===== src/rtl/io_seq_pkg.sv =====
// Shared types for the I/O handshake sequencer: FSM states, request modes and the mode decoder.
package io_seq_pkg;

  typedef enum logic [2:0] {
    StIdle,
    StWaitRelease,
    StWaitPress,
    StFire,
    StCooldown
  } state_e;

  typedef enum logic [1:0] {
    ModeNone,
    ModeOutput,
    ModeInput,
    ModePause
  } mode_e;

  function automatic mode_e decode_mode(input logic is_input, input logic is_output);
    mode_e mode;
    unique case ({is_input, is_output})
      2'b01:   mode = ModeOutput;
      2'b10:   mode = ModeInput;
      2'b11:   mode = ModePause;
      default: mode = ModeNone;
    endcase
    return mode;
  endfunction

endpackage


===== src/rtl/button_debouncer.sv =====
// Two-flop synchroniser plus counter debounce for one push-button; emits a one-cycle press
// pulse on each accepted rising edge.
module button_debouncer #(
  parameter int unsigned DEBOUNCE_CYCLES = 4
) (
  input  logic clock,
  input  logic reset,
  input  logic raw_i,
  output logic level_o,
  output logic press_o
);

  localparam int unsigned CntWidth = $clog2(DEBOUNCE_CYCLES + 1);

  logic                sync1_q;
  logic                sync2_q;
  logic                level_q;
  logic                press_q;
  logic [CntWidth-1:0] cnt_q;
  logic [CntWidth-1:0] cnt_inc;

  assign cnt_inc = cnt_q + CntWidth'(1);

  always_ff @(posedge clock) begin
    if (reset) begin
      sync1_q <= 1'b0;
      sync2_q <= 1'b0;
      level_q <= 1'b0;
      press_q <= 1'b0;
      cnt_q   <= '0;
    end else begin
      sync1_q <= raw_i;
      sync2_q <= sync1_q;
      press_q <= 1'b0;
      if (sync2_q == level_q) begin
        cnt_q <= '0;
      end else if (cnt_inc == CntWidth'(DEBOUNCE_CYCLES)) begin
        // Accept the new level on the edge the count is reached; flag only rising edges.
        cnt_q   <= '0;
        level_q <= ~level_q;
        press_q <= ~level_q;
      end else begin
        cnt_q <= cnt_inc;
      end
    end
  end

  assign level_o = level_q;
  assign press_o = press_q;

endmodule


===== src/rtl/io_handshake_sequencer.sv =====
// Front-end between board buttons/switches and the core's OUTPUT/INPUT/PAUSE instructions:
// one confirmation or continue pulse per instruction, with switch capture and display hold.
module io_handshake_sequencer
  import io_seq_pkg::*;
#(
  parameter int unsigned DEBOUNCE_CYCLES = 4,
  parameter int unsigned SWITCH_WIDTH    = 16,
  parameter int unsigned DATA_WIDTH      = 32
) (
  input  logic                    clock,
  input  logic                    reset,
  input  logic                    is_input,
  input  logic                    is_output,
  input  logic                    raw_confirm,
  input  logic                    raw_continue,
  input  logic [SWITCH_WIDTH-1:0] switches,
  input  logic [DATA_WIDTH-1:0]   output_value,
  output logic                    confirmation,
  output logic                    continue_button,
  output logic [DATA_WIDTH-1:0]   input_value,
  output logic [DATA_WIDTH-1:0]   display_value,
  output logic                    waiting
);

  logic [SWITCH_WIDTH-1:0] sw_sync1_q;
  logic [SWITCH_WIDTH-1:0] sw_sync2_q;
  logic                    confirm_level;
  logic                    confirm_press;
  logic                    continue_level;
  logic                    continue_press;
  logic                    sel_level;
  logic                    sel_press;
  mode_e                   live_mode;
  mode_e                   mode_q;
  state_e                  state_q;

  button_debouncer #(
    .DEBOUNCE_CYCLES(DEBOUNCE_CYCLES)
  ) u_confirm_db (
    .clock  (clock),
    .reset  (reset),
    .raw_i  (raw_confirm),
    .level_o(confirm_level),
    .press_o(confirm_press)
  );

  button_debouncer #(
    .DEBOUNCE_CYCLES(DEBOUNCE_CYCLES)
  ) u_continue_db (
    .clock  (clock),
    .reset  (reset),
    .raw_i  (raw_continue),
    .level_o(continue_level),
    .press_o(continue_press)
  );

  assign live_mode = decode_mode(is_input, is_output);
  // Only the button belonging to the stored mode can advance the handshake.
  assign sel_level = (mode_q == ModePause) ? continue_level : confirm_level;
  assign sel_press = (mode_q == ModePause) ? continue_press : confirm_press;

  always_ff @(posedge clock) begin
    if (reset) begin
      sw_sync1_q <= '0;
      sw_sync2_q <= '0;
    end else begin
      sw_sync1_q <= switches;
      sw_sync2_q <= sw_sync1_q;
    end
  end

  always_ff @(posedge clock) begin
    if (reset) begin
      state_q         <= StIdle;
      mode_q          <= ModeNone;
      confirmation    <= 1'b0;
      continue_button <= 1'b0;
      waiting         <= 1'b0;
      input_value     <= '0;
      display_value   <= '0;
    end else begin
      confirmation    <= 1'b0;
      continue_button <= 1'b0;
      unique case (state_q)
        StIdle: begin
          if (live_mode != ModeNone) begin
            state_q <= StWaitRelease;
            mode_q  <= live_mode;
            waiting <= 1'b1;
            if (live_mode == ModeOutput) display_value <= output_value;
          end
        end
        StWaitRelease: begin
          if (live_mode != mode_q) begin
            state_q <= StIdle;
            waiting <= 1'b0;
          end else if (!sel_level) begin
            state_q <= StWaitPress;
          end
        end
        StWaitPress: begin
          if (live_mode != mode_q) begin
            state_q <= StIdle;
            waiting <= 1'b0;
          end else if (sel_press) begin
            state_q <= StFire;
            waiting <= 1'b0;
            if (mode_q == ModePause) continue_button <= 1'b1;
            else                     confirmation    <= 1'b1;
            if (mode_q == ModeInput) input_value <= DATA_WIDTH'(sw_sync2_q);
          end
        end
        StFire:     state_q <= StCooldown;
        StCooldown: state_q <= StIdle;
        default:    state_q <= StIdle;
      endcase
    end
  end

endmodule


===== config.mk =====
export PLATFORM = sky130hd
export DESIGN_NAME = io_handshake_sequencer
export DESIGN_NICKNAME = d
export VERILOG_FILES = /design/src/rtl/io_seq_pkg.sv /design/src/rtl/button_debouncer.sv /design/src/rtl/io_handshake_sequencer.sv
export SDC_FILE = /design/constraint.sdc
export NUM_CORES = 1
export LEC_CHECK = 0
export CAP_MARGIN = 20
export CORE_MARGIN = 1.5
export CORE_UTILIZATION = 48
export CTS_CLUSTER_SIZE = 40
export DETAILED_ROUTE_END_ITERATION = 6
export PLACE_DENSITY = 0.84
export SYNTH_ARGS = -nofsm -noshare
export SYNTH_HDL_FRONTEND = slang
export SYNTH_SLANG_ARGS = --single-unit
export TNS_END_PERCENT = 10

===== constraint.sdc =====
create_clock -name clock -period 3 [get_ports clock]
set_input_delay 0.6 -clock clock [delete_from_list [all_inputs] [get_ports clock]]
set_output_delay 0.6 -clock clock [all_outputs]
set_load 0.05 [all_outputs]

==> metrics.md, run 1 <==
| Metric | Value |
|---|---|
| Tot GR Track Use | 0.176 |
| Top-area cell type share of the netlist area | 0.573 |
| Count leader, synth | dfxtp_1 |
| Row count | 31 |
| Largest net degree at the start of global routing | 41 |
| Setup TNS | 0 ps |
| Yosys cell types | 34 |
| Sequential share of the synthesized area | 0.573 |
| Worst Setup End Kind | flop |
| Outcome | finished clean |
| Antenna violations before repair | 0 |
| Ys Warns | 0 |
| WL per Instance | 12.2 µm |
| Crit path launch | is_output |
| P per Cell Area | 557 nW/µm² |
| CTS Hold Buffers Added | 0 |
| Worst-path clk slew | 100 ps |
| Worst-skew pair later-pin latency | 350 ps |
| DRT Wirelength | 7.03 mm |
| EDFF count, synth | 0 |
| Switching Fraction | 0.267 |
| Postcts setup bufs | 0 |
| TritonCTS Buffers | 9 |
| Avg Cell Area, Syn | 9.50 µm² |
| Initial DRC Count | 104 |
| Deepest clock path buffer count | 2 |
| Worst Hold Depth | 1 |
| Primary FF master, synth | dfxtp_1 |
| Hold Path Class | reg2reg |
| Cell count after synthesis | 375 |
| Gpl congestion | 0.758 |
| Initial Util | 0.494 |
| Worst R2R Start | state_q[1] |
| Synth top area cells | dfxtp_1 (57%), nand2_1 (8.0%), nor2b_1 (6.5%), a21oi_1 (5.3%), mux2i_1 (4.5%) |
| Ports | 121 |
| FMAX | 464 MHz |
| CTS resizes | 0 |
| H-tree level count | 3 |
| Clock Sinks | 102 |
| TritonRoute pass-1 iters | 5 |
| CTS Root Buffer Type | clkbuf_8 |
| Vias in the first global route | 2347 |
| Worst r2r path cells | 5 |
| Worst path arrival time | 2360 ps |
| Vias | 2685 |
| Post-synthesis sequential element count | 102 |
| Number of fill cells | 607 |
| Clk pwr share | 0.331 |
| Area of the multi-input gates | 1360 µm² |
| Layout Nets | 531 |
| CP required | 3200 ps |
| Reg power frac | 0.534 |
| Worst setup path category | in2reg |
| Largest area contributor in the netlist | dfxtp_1 |
| Port bufs | 104 |
| Internal Pwr Total | 1970 µW |
| Chip height | 89.2 µm |
| DR DRC count | 0 |
| Setup violations, final | 0 |
| Die width | 89.2 µm |
| Cell area after synthesis | 3560 µm² |
| Maxcap violations | 0 |
| Switching Power | 716 µW |
| Post-DP HPWL | 4.80 mm |
| Period utilisation layout | 0.719 |
| Final Util | 0.668 |
| Count of final max-slew check failures | 0 |
| Area growth from synthesis to layout | 35.1% |
| RSZ-0062 raised after global routing | false |
| Final Critical Period | 2160 ps |
| Synth async-reset ratio | 0 |
| Layout cells sized above 1 | 0.0523 |
| Post-DRT Antenna Nets | 0 |
| Combinational power share | 0.135 |
| Final worst clock skew | 12.9 ps |
| Worst Max-Slew Pin Slew | 712 ps |
| Lkg Pwr | 0.00181 µW |
| Vias/cell | 4.65 |
| Diodes inserted | 0 |
| Total gr overflow | 0 |
| First-pass GRT wire length | 10.7 mm |
| Sequential standard cell area | 2040 µm² |
| Die area | 7950 µm² |
| Post-synth top cells | dfxtp_1 (102), nand2_1 (76), a21oi_1 (38) |
| Critical Path Start Type | input pin |
| Final Hold Fails | 0 |
| Hold path start | sw_sync1_q[10] |
| Worst rel slew slack | 0.525 |
| Peak VDD IR | 294 µV |
| Largest fanout on the critical path | 32 |
| TritonCTS clock tree | built |
| Core Area | 7210 µm² |
==> critical path: stages <==
cell and delay (ps):
clkdlybuf4s50_1 560, or4b_1 540, or2_1 240, buf_4 240
nand2_1 120, a21oi_1 70
==> cell families after synthesis <==
logic type	share of synthesized area
AO/OA/AOI/OAI	0.0713
XOR/XNOR	0.0147
adder cells (fa/ha/maj)	0.0140
buffers and inverters	0.0614
flip-flops	0.573
multiplexers	0.0449
other	0.00105
AND/OR/NAND/NOR	0.219
==> per-layer routing <==
layer	vias to the layer above	GRT usage	wire, µm
met3	11	0.0434	233
met1	1235	0.201	2870
met4	0	0.0853	172
met2	60	0.307	3750
li1	1379	-	-
met5	-	0	0
==> cells in the final DEF (no fill, tap or decap), types with 4 or more instances in the layout <==
master and count:
and3_1 5, nand3_1 4, buf_4 5, a21oi_1 38, ha_1 4, xor2_1 4
nand2_1 76, nor2_1 23, dfxtp_1 102, nor2b_1 37, mux2i_1 16, conb_1 16
clkbuf_8 10, clkdlybuf4s50_1 103
==> flip-flops by register name, indices dropped and copies added (netlist names), 2 cells and up <==
signal and flops:
display_value 32, input_value 16, sw_sync1_q 16, sw_sync2_q 16
state_q 3, u_confirm_db.cnt_q 3, u_continue_db.cnt_q 3, mode_q 2
==> path summary, 6_finish.rpt <==
kind                  endpoint  slack (ps)
min reg2reg     sw_sync2_q[10]         440
min             sw_sync2_q[10]         440
max          display_value[10]         840
max reg2reg    input_value[14]        1060
==> power by group through the flow <==
stage,sequential (µW),combinational [µW],clock (µW)
after global routing,1440,387,968
after CTS,1430,364,907
final,1430,362,887
after detailed placement,1460,362,0
after floorplan,1540,167,0
after global placement,1460,357,0
==> layout make-up <==
cell class | count | area share
clock buffers | 11 | 0.0294
inverters | 2 | 0.00156
flip-flops and latches | 102 | 0.424
clock inverters | 5 | 0.0138
well taps | 99 | 0.0257
multi-input cells | 249 | 0.283
repair buffers | 109 | 0.223
==> per-stage QoR <==
| stage | worst slack, ps | std cells | cell area, µm² | hold WS [ps] | total power [µW] |
|---|---|---|---|---|---|
| after global placement | 552 | 561 | 4610 | 417 | 1820 |
| after detailed placement | 499 | 561 | 4610 | 422 | 1830 |
| after CTS | 841 | 577 | 4820 | 446 | 2700 |
| after global routing | 784 | 577 | 4820 | 458 | 2790 |
| after floorplan | 966 | 390 | 3620 | 414 | 1700 |
| final | 844 | 577 | 4820 | 442 | 2680 |
(Power assumes the default switching activity.)
==> inputs of run 2 (changes only) <==
CORE_UTILIZATION = 41   (was 48)
PLACE_DENSITY = 0.76   (was 0.84)
clock period = 1.98 ns   (was 3 ns; I/O delays follow)
==> metrics.md, run 2 (synthesized netlist as in run 1, its figures left out) <==
| Metric | Value |
|---|---|
| Outcome | finished clean (unchanged) |
| Clock Sinks | 102 (unchanged) |
| Peak VDD IR | 453 µV (was 294 µV) |
| Largest net degree at the start of global routing | 38 (was 41) |
| Most frequent cells in the layout | dfxtp_1 (102), clkdlybuf4s50_1 (98), nand2_1 (76) (was clkdlybuf4s50_1 (103), dfxtp_1 (102), nand2_1 (76)) |
| Worst path arrival time | 1530 ps (was 2360 ps) |
| TritonCTS clock tree | built (unchanged) |
| Total gr overflow | 0 (unchanged) |
| Final Critical Period | 1930 ps |
| Final Util | 0.592 (was 0.668) |
| Post-DRT Antenna Nets | 0 (unchanged) |
| Reg with most FFs | display_value (unchanged) |
| Antenna violations before repair | 0 (unchanged) |
| DR DRC count | 0 (unchanged) |
| Worst Max-Slew Pin Slew | 550 ps (was 712 ps) |
| Worst-path clk slew | 100 ps (about the same) |
| Row count | 33 (was 31) |
| Area growth from synthesis to layout | 37.9% (was 35.1%) |
| Final std cells w/o fill | 589 (was 577) |
| Number of fill cells | 719 (was 607) |
| Maxcap violations | 0 (unchanged) |
| Most common cell after layout, fill and taps aside | dfxtp_1 (was clkdlybuf4s50_1) |
| Vias | 2714 (was 2685) |
| Max reg flops | 32 (unchanged) |
| Postcts setup bufs | 0 (unchanged) |
| Core Area | 8300 µm² (was 7210 µm²) |
| DRT Wirelength | 7.15 mm (was 7.03 mm) |
| Setup violations, final | 0 (unchanged) |
| CTS Hold Buffers Added | 0 (unchanged) |
| Worst setup path category | reg2out (was in2reg) |
| Die area | 9260 µm² (was 7950 µm²) |
| Chip height | 96.2 µm (was 89.2 µm) |
| CTS Root Buffer Type | clkbuf_8 (unchanged) |
| Initial DRC Count | 107 (was 104) |
| Vias in the first global route | 2596 (was 2347) |
| Tot GR Track Use | 0.163 (was 0.176) |
| RSZ-0062 raised after global routing | false (unchanged) |
| Cell count after placement | 573 (was 561) |
| Worst-skew pair later-pin latency | 360 ps (was 350 ps) |
| TritonRoute pass-1 iters | 5 (unchanged) |
| WL per Instance | 12.1 µm (was 12.2 µm) |
| Count of final max-slew check failures | 0 (unchanged) |
| Die width | 96.2 µm (was 89.2 µm) |
| Largest fanout on the critical path | 2 (was 32) |
| Hold Path Class | in2reg (was reg2reg) |
| Critical-path top delay cell | clkdlybuf4s50_1 (unchanged) |
| Gpl congestion | 0.740 (was 0.758) |
| CP required | 1580 ps (was 3200 ps) |
| Period utilisation layout | 0.974 |
| FMAX | 519 MHz |
| TritonCTS Buffers | 9 (unchanged) |
| Worst path top cell family by delay | buffers and inverters (was simple AND/OR/NAND/NOR gates) |
| Sequential standard cell area | 2040 µm² (unchanged) |
| Lkg Pwr | 0.00194 µW (was 0.00181 µW) |
| CP Cell Sequence | clkdlybuf4s50_1 (was clkdlybuf4s50_1 > or4b_1 > or2_1 > buf_4 > nand2_1 > a21oi_1) |
| CTS resizes | 0 (unchanged) |
| P per Cell Area | 832 nW/µm² (was 557 nW/µm²) |
| Post-DP HPWL | 5.05 mm (was 4.80 mm) |
| Worst rel slew slack | 0.632 (was 0.525) |
| Critical Path Start Type | flop (was input pin) |
| Layout cells sized above 1 | 0.0640 (was 0.0523) |
| Worst path buffer plus inverter count | 1 (was 2) |
| Worst Setup End Kind | output port (was flop) |
| CP peak stage delay | 810 ps (was 560 ps) |
| Area of the multi-input gates | 1360 µm² (unchanged) |
| Deepest clock path buffer count | 2 (unchanged) |
| Final worst clock skew | 12.1 ps (was 12.9 ps) |
| First-pass GRT wire length | 11.5 mm (was 10.7 mm) |
| Port bufs | 104 (unchanged) |
| Ports | 121 (unchanged) |
| Diodes inserted | 0 (unchanged) |
| Final Hold Fails | 0 (unchanged) |
| Vias/cell | 4.61 (was 4.65) |
| Initial Util | 0.429 (was 0.494) |
| H-tree level count | 3 (unchanged) |
| Layout Nets | 537 (was 531) |
-- run 2: cell count changes in the layout (fill, tap and decap cells not counted), sizes merged --
| cell | delta |
|---|---|
| inv | +1 |
| clkinv | +1 |
| dlymetal6s2s | +5 |
| buf | +6 |
| clkinvlp | -1 |
| clkbuf | -1 |
| clkdlybuf4s50 | -5 |
-- run 2: final timing paths --
kind / from / end / slack, ps / cells after the start
worst max-delay path: display_value[10] / display_value[10] / 50 / 1
worst max register to register: state_q[1] / input_value[15] / 140 / 5
worst min register to register: u_continue_db.sync1_q / u_continue_db.sync2_q / 440 / 1
worst min-delay path: reset / input_value[14] / 440 / 2
-- run 2: cell type report --
| cell class | instances | area share |
|---|---|---|
| Tap cell | 105 | 0.0267 |
| Clock buffer | 10 | 0.0260 |
| Timing Repair Buffer | 115 | 0.238 |
| Sequential cell | 102 | 0.415 |
| Clock inverter | 6 | 0.0155 |
| Multi-Input combinational cell | 249 | 0.277 |
| Inverter | 2 | 0.00153 |
-- run 2: worst register-to-register path, delay by kind of cell (launching register included) --
family,cells,cell delay [ps]
muxes,1,200
DFF,1,540
and+or+nand+nor,3,780
buffers and inverters,1,210
-- run 2: where the power goes --
group	internal (µW)	total (µW)	switching, µW
Sequential	2130	2170	40.3
Clock	608	1350	739
Combinational	232	573	341
Total	2970	4090	1120
-- run 2: metrics by stage --
stage / hold slack, ps / cell area (µm²) / setup TNS, ps / power (µW) / setup WS [ps]
2_1_floorplan: 414 / 3620 / 0 / 2580 / 150
3_3_place_gp: 418 / 4700 / -4410 / 2780 / -109
3_5_place_dp: 423 / 4700 / -5480 / 2790 / -136
4_1_cts: 423 / 4900 / 0 / 4130 / 21.8
5_1_grt: 441 / 4910 / 0 / 4260 / 2.52
6_report: 436 / 4910 / 0 / 4090 / 52.1
-- run 2: layer usage --
metal	global-route usage	vias up	part of all wire
met1	0.180	1243	0.40
li1	-	1391	-
met3	0.0363	12	0.048
met4	0.0980	0	0.026
met2	0.285	68	0.53
met5	0	-	0
==> inputs of run 3 (changes only) <==
GPL_TIMING_DRIVEN = 0   (was unset)
==> metrics.md, run 3 (synthesized netlist as in run 1, its figures left out) <==
| Metric | Value |
|---|---|
| Maxcap violations | 0 (unchanged) |
| TritonCTS clock tree | built (unchanged) |
| Crit path depth | 1 (unchanged) |
| Crit path launch | input_value[4] (was display_value[10]) |
| Reg power frac | 0.535 (was 0.530) |
| DRT Wirelength | 7.59 mm (was 7.15 mm) |
| Layout cells sized above 1 | 0.0902 (was 0.0640) |
| Final Critical Period | 1930 ps (about the same) |
| Worst hold margin | 399 ps (was 436 ps) |
| WL per Instance | 12.3 µm (was 12.1 µm) |
| Period utilisation layout | 0.976 (was 0.974) |
| Final worst clock skew | 11.1 ps (was 12.1 ps) |
| Initial Util | 0.429 (unchanged) |
| Count of final max-slew check failures | 0 (unchanged) |
| Cell count after placement | 598 (was 573) |
| Deepest clock path buffer count | 2 (unchanged) |
| Row count | 33 (unchanged) |
| Worst setup path category | reg2out (unchanged) |
| Vias | 2817 (was 2714) |
| Antenna violations before repair | 0 (unchanged) |
| CTS Root Buffer Type | clkbuf_8 (unchanged) |
| Diodes inserted | 0 (unchanged) |
| P per Cell Area | 807 nW/µm² (was 832 nW/µm²) |
| Combinational power share | 0.148 (was 0.140) |
| H-tree level count | 3 (unchanged) |
| Layout Nets | 563 (was 537) |
| Reg-to-Reg End | display_value[21] (was input_value[15]) |
| TritonCTS Buffers | 9 (unchanged) |
| Clock Sinks | 102 (unchanged) |
| Worst path buffer plus inverter count | 1 (unchanged) |
| Peak VDD IR | 639 µV (was 453 µV) |
| Area growth from synthesis to layout | 40.7% (was 37.9%) |
| Worst r2r path cells | 6 (was 5) |
| Worst-path clk slew | 100 ps (about the same) |
| Initial DRC Count | 56 (was 107) |
| FMAX | 517 MHz (was 519 MHz) |
| CP required | 1580 ps (about the same) |
| Tot GR Track Use | 0.168 (was 0.163) |
| Number of fill cells | 731 (was 719) |
| Worst setup path end | input_value[4] (was display_value[10]) |
| Critical Path Start Type | flop (unchanged) |
| Largest net degree at the start of global routing | 21 (was 38) |
| Hold Path Class | in2reg (unchanged) |
| DP Worst Slack | -515 ps (was -136 ps) |
| Core Area | 8300 µm² (unchanged) |
| Worst Setup End Kind | output port (unchanged) |
| Die width | 96.2 µm (unchanged) |
| R2r setup slk | 130 ps (was 140 ps) |
| Chip height | 96.2 µm (unchanged) |
| Critical-path top delay cell | clkdlybuf4s50_1 (unchanged) |
| Worst path arrival time | 1540 ps (was 1530 ps) |
| Switching Power | 1170 µW (was 1120 µW) |
| Total gr overflow | 0 (unchanged) |
| Gpl congestion | 0.846 (was 0.740) |
| Worst R2R Start | state_q[0] (was state_q[1]) |
| Switching Fraction | 0.290 (was 0.274) |
| Internal Pwr Total | 2870 µW (was 2970 µW) |
| Final std cells w/o fill | 615 (was 589) |
| Setup violations, final | 0 (unchanged) |
| Post-DRT Antenna Nets | 0 (unchanged) |
| Max reg flops | 32 (unchanged) |
| Worst Setup Slack, final | 46.6 ps (was 52.1 ps) |
| Lkg Pwr | 0.00197 µW (was 0.00194 µW) |
| Most frequent cells in the layout | dfxtp_1 (102), clkdlybuf4s50_1 (100), nand2_1 (76) (was dfxtp_1 (102), clkdlybuf4s50_1 (98), nand2_1 (76)) |
| Worst path top cell family by delay | buffers and inverters (unchanged) |
| Outcome | finished clean (unchanged) |
| CP Cell Sequence | clkdlybuf4s50_1 (unchanged) |
| Worst rel slew slack | 0.635 (was 0.632) |
| Die area | 9260 µm² (unchanged) |
| Largest fanout on the critical path | 2 (unchanged) |
| Ports | 121 (unchanged) |
| Worst-skew pair later-pin latency | 370 ps (was 360 ps) |
| Placed Area | 4780 µm² (was 4700 µm²) |
| Port bufs | 103 (was 104) |
| Clk pwr share | 0.317 (was 0.329) |
| RSZ-0062 raised after global routing | false (unchanged) |
| Reg with most FFs | display_value (unchanged) |
| Finished Cell Area | 5010 µm² (was 4910 µm²) |
| Final Hold Fails | 0 (unchanged) |
| Vias/cell | 4.58 (was 4.61) |
| CP peak stage delay | 810 ps (about the same) |
| Vias in the first global route | 2606 (was 2596) |
| DR DRC count | 0 (unchanged) |
| TritonRoute pass-1 iters | 4 (was 5) |
| Post-layout power | 4050 µW (was 4090 µW) |
| Most common cell after layout, fill and taps aside | dfxtp_1 (unchanged) |
| Post-DP HPWL | 5.61 mm (was 5.05 mm) |
| First-pass GRT wire length | 11.9 mm (was 11.5 mm) |
| CTS Hold Buffers Added | 0 (unchanged) |
| Worst Max-Slew Pin Slew | 547 ps (was 550 ps) |
-- run 3: final cells by class --
cell class | instances | area [µm²] | area share
inverters | 2 | 7.51 | 0.00150
plain buffers | 37 | 218 | 0.0434
clock buffers | 9 | 124 | 0.0247
clock inverters | 7 | 78.8 | 0.0157
well taps | 105 | 131 | 0.0262
repair buffers | 104 | 1050 | 0.209
multi-input cells | 249 | 1370 | 0.272
flip-flops and latches | 102 | 2040 | 0.407
-- run 3: repair_timing --
action / CTS / global route
cloned: 0 / 0
setup buffers: 1 / 0
endpoints found under the hold margin: 0 / 0
pin swaps: 1 / 0
setup endpoints to repair: 40 / 32
gates resized for setup: 3 / 9
-- run 3: stage by stage --
step                       util  TNS, ps
after floorplan               -        0
after global placement    0.576   -20990
after detailed placement  0.576   -21910
after CTS                 0.602     -918
after global routing      0.604        0
final                     0.604        0
-- run 3: metal layers --
metal / part of all wire / track usage / vias up
li1: - / - / 1450
met1: 0.42 / 0.197 / 1289
met2: 0.51 / 0.286 / 60
met3: 0.038 / 0.0332 / 18
met4: 0.029 / 0.0870 / 0
met5: 0 / 0 / -
-- run 3: worst min-delay path by stage --
stage | slack, ps | cells past startpoint | startpoint | to
3_5_place_dp | 420 | 1 | u_continue_db.sync1_q | u_continue_db.sync2_q
6_report | 400 | 3 | is_input | mode_q[1]
3_3_place_gp | 420 | 1 | sw_sync1_q[6] | sw_sync2_q[6]
4_1_cts | 380 | 3 | is_input | waiting
5_1_grt | 420 | 3 | is_input | mode_q[1]
2_1_floorplan | 410 | 1 | sw_sync1_q[0] | sw_sync2_q[0]
-- run 3: power by group through the flow --
stage	clock network, µW	logic [µW]	registers [µW]
2_1_floorplan	0	253	2330
3_3_place_gp	0	587	2210
3_5_place_dp	0	595	2210
4_1_cts	1320	599	2170
5_1_grt	1410	641	2180
6_report	1280	598	2170
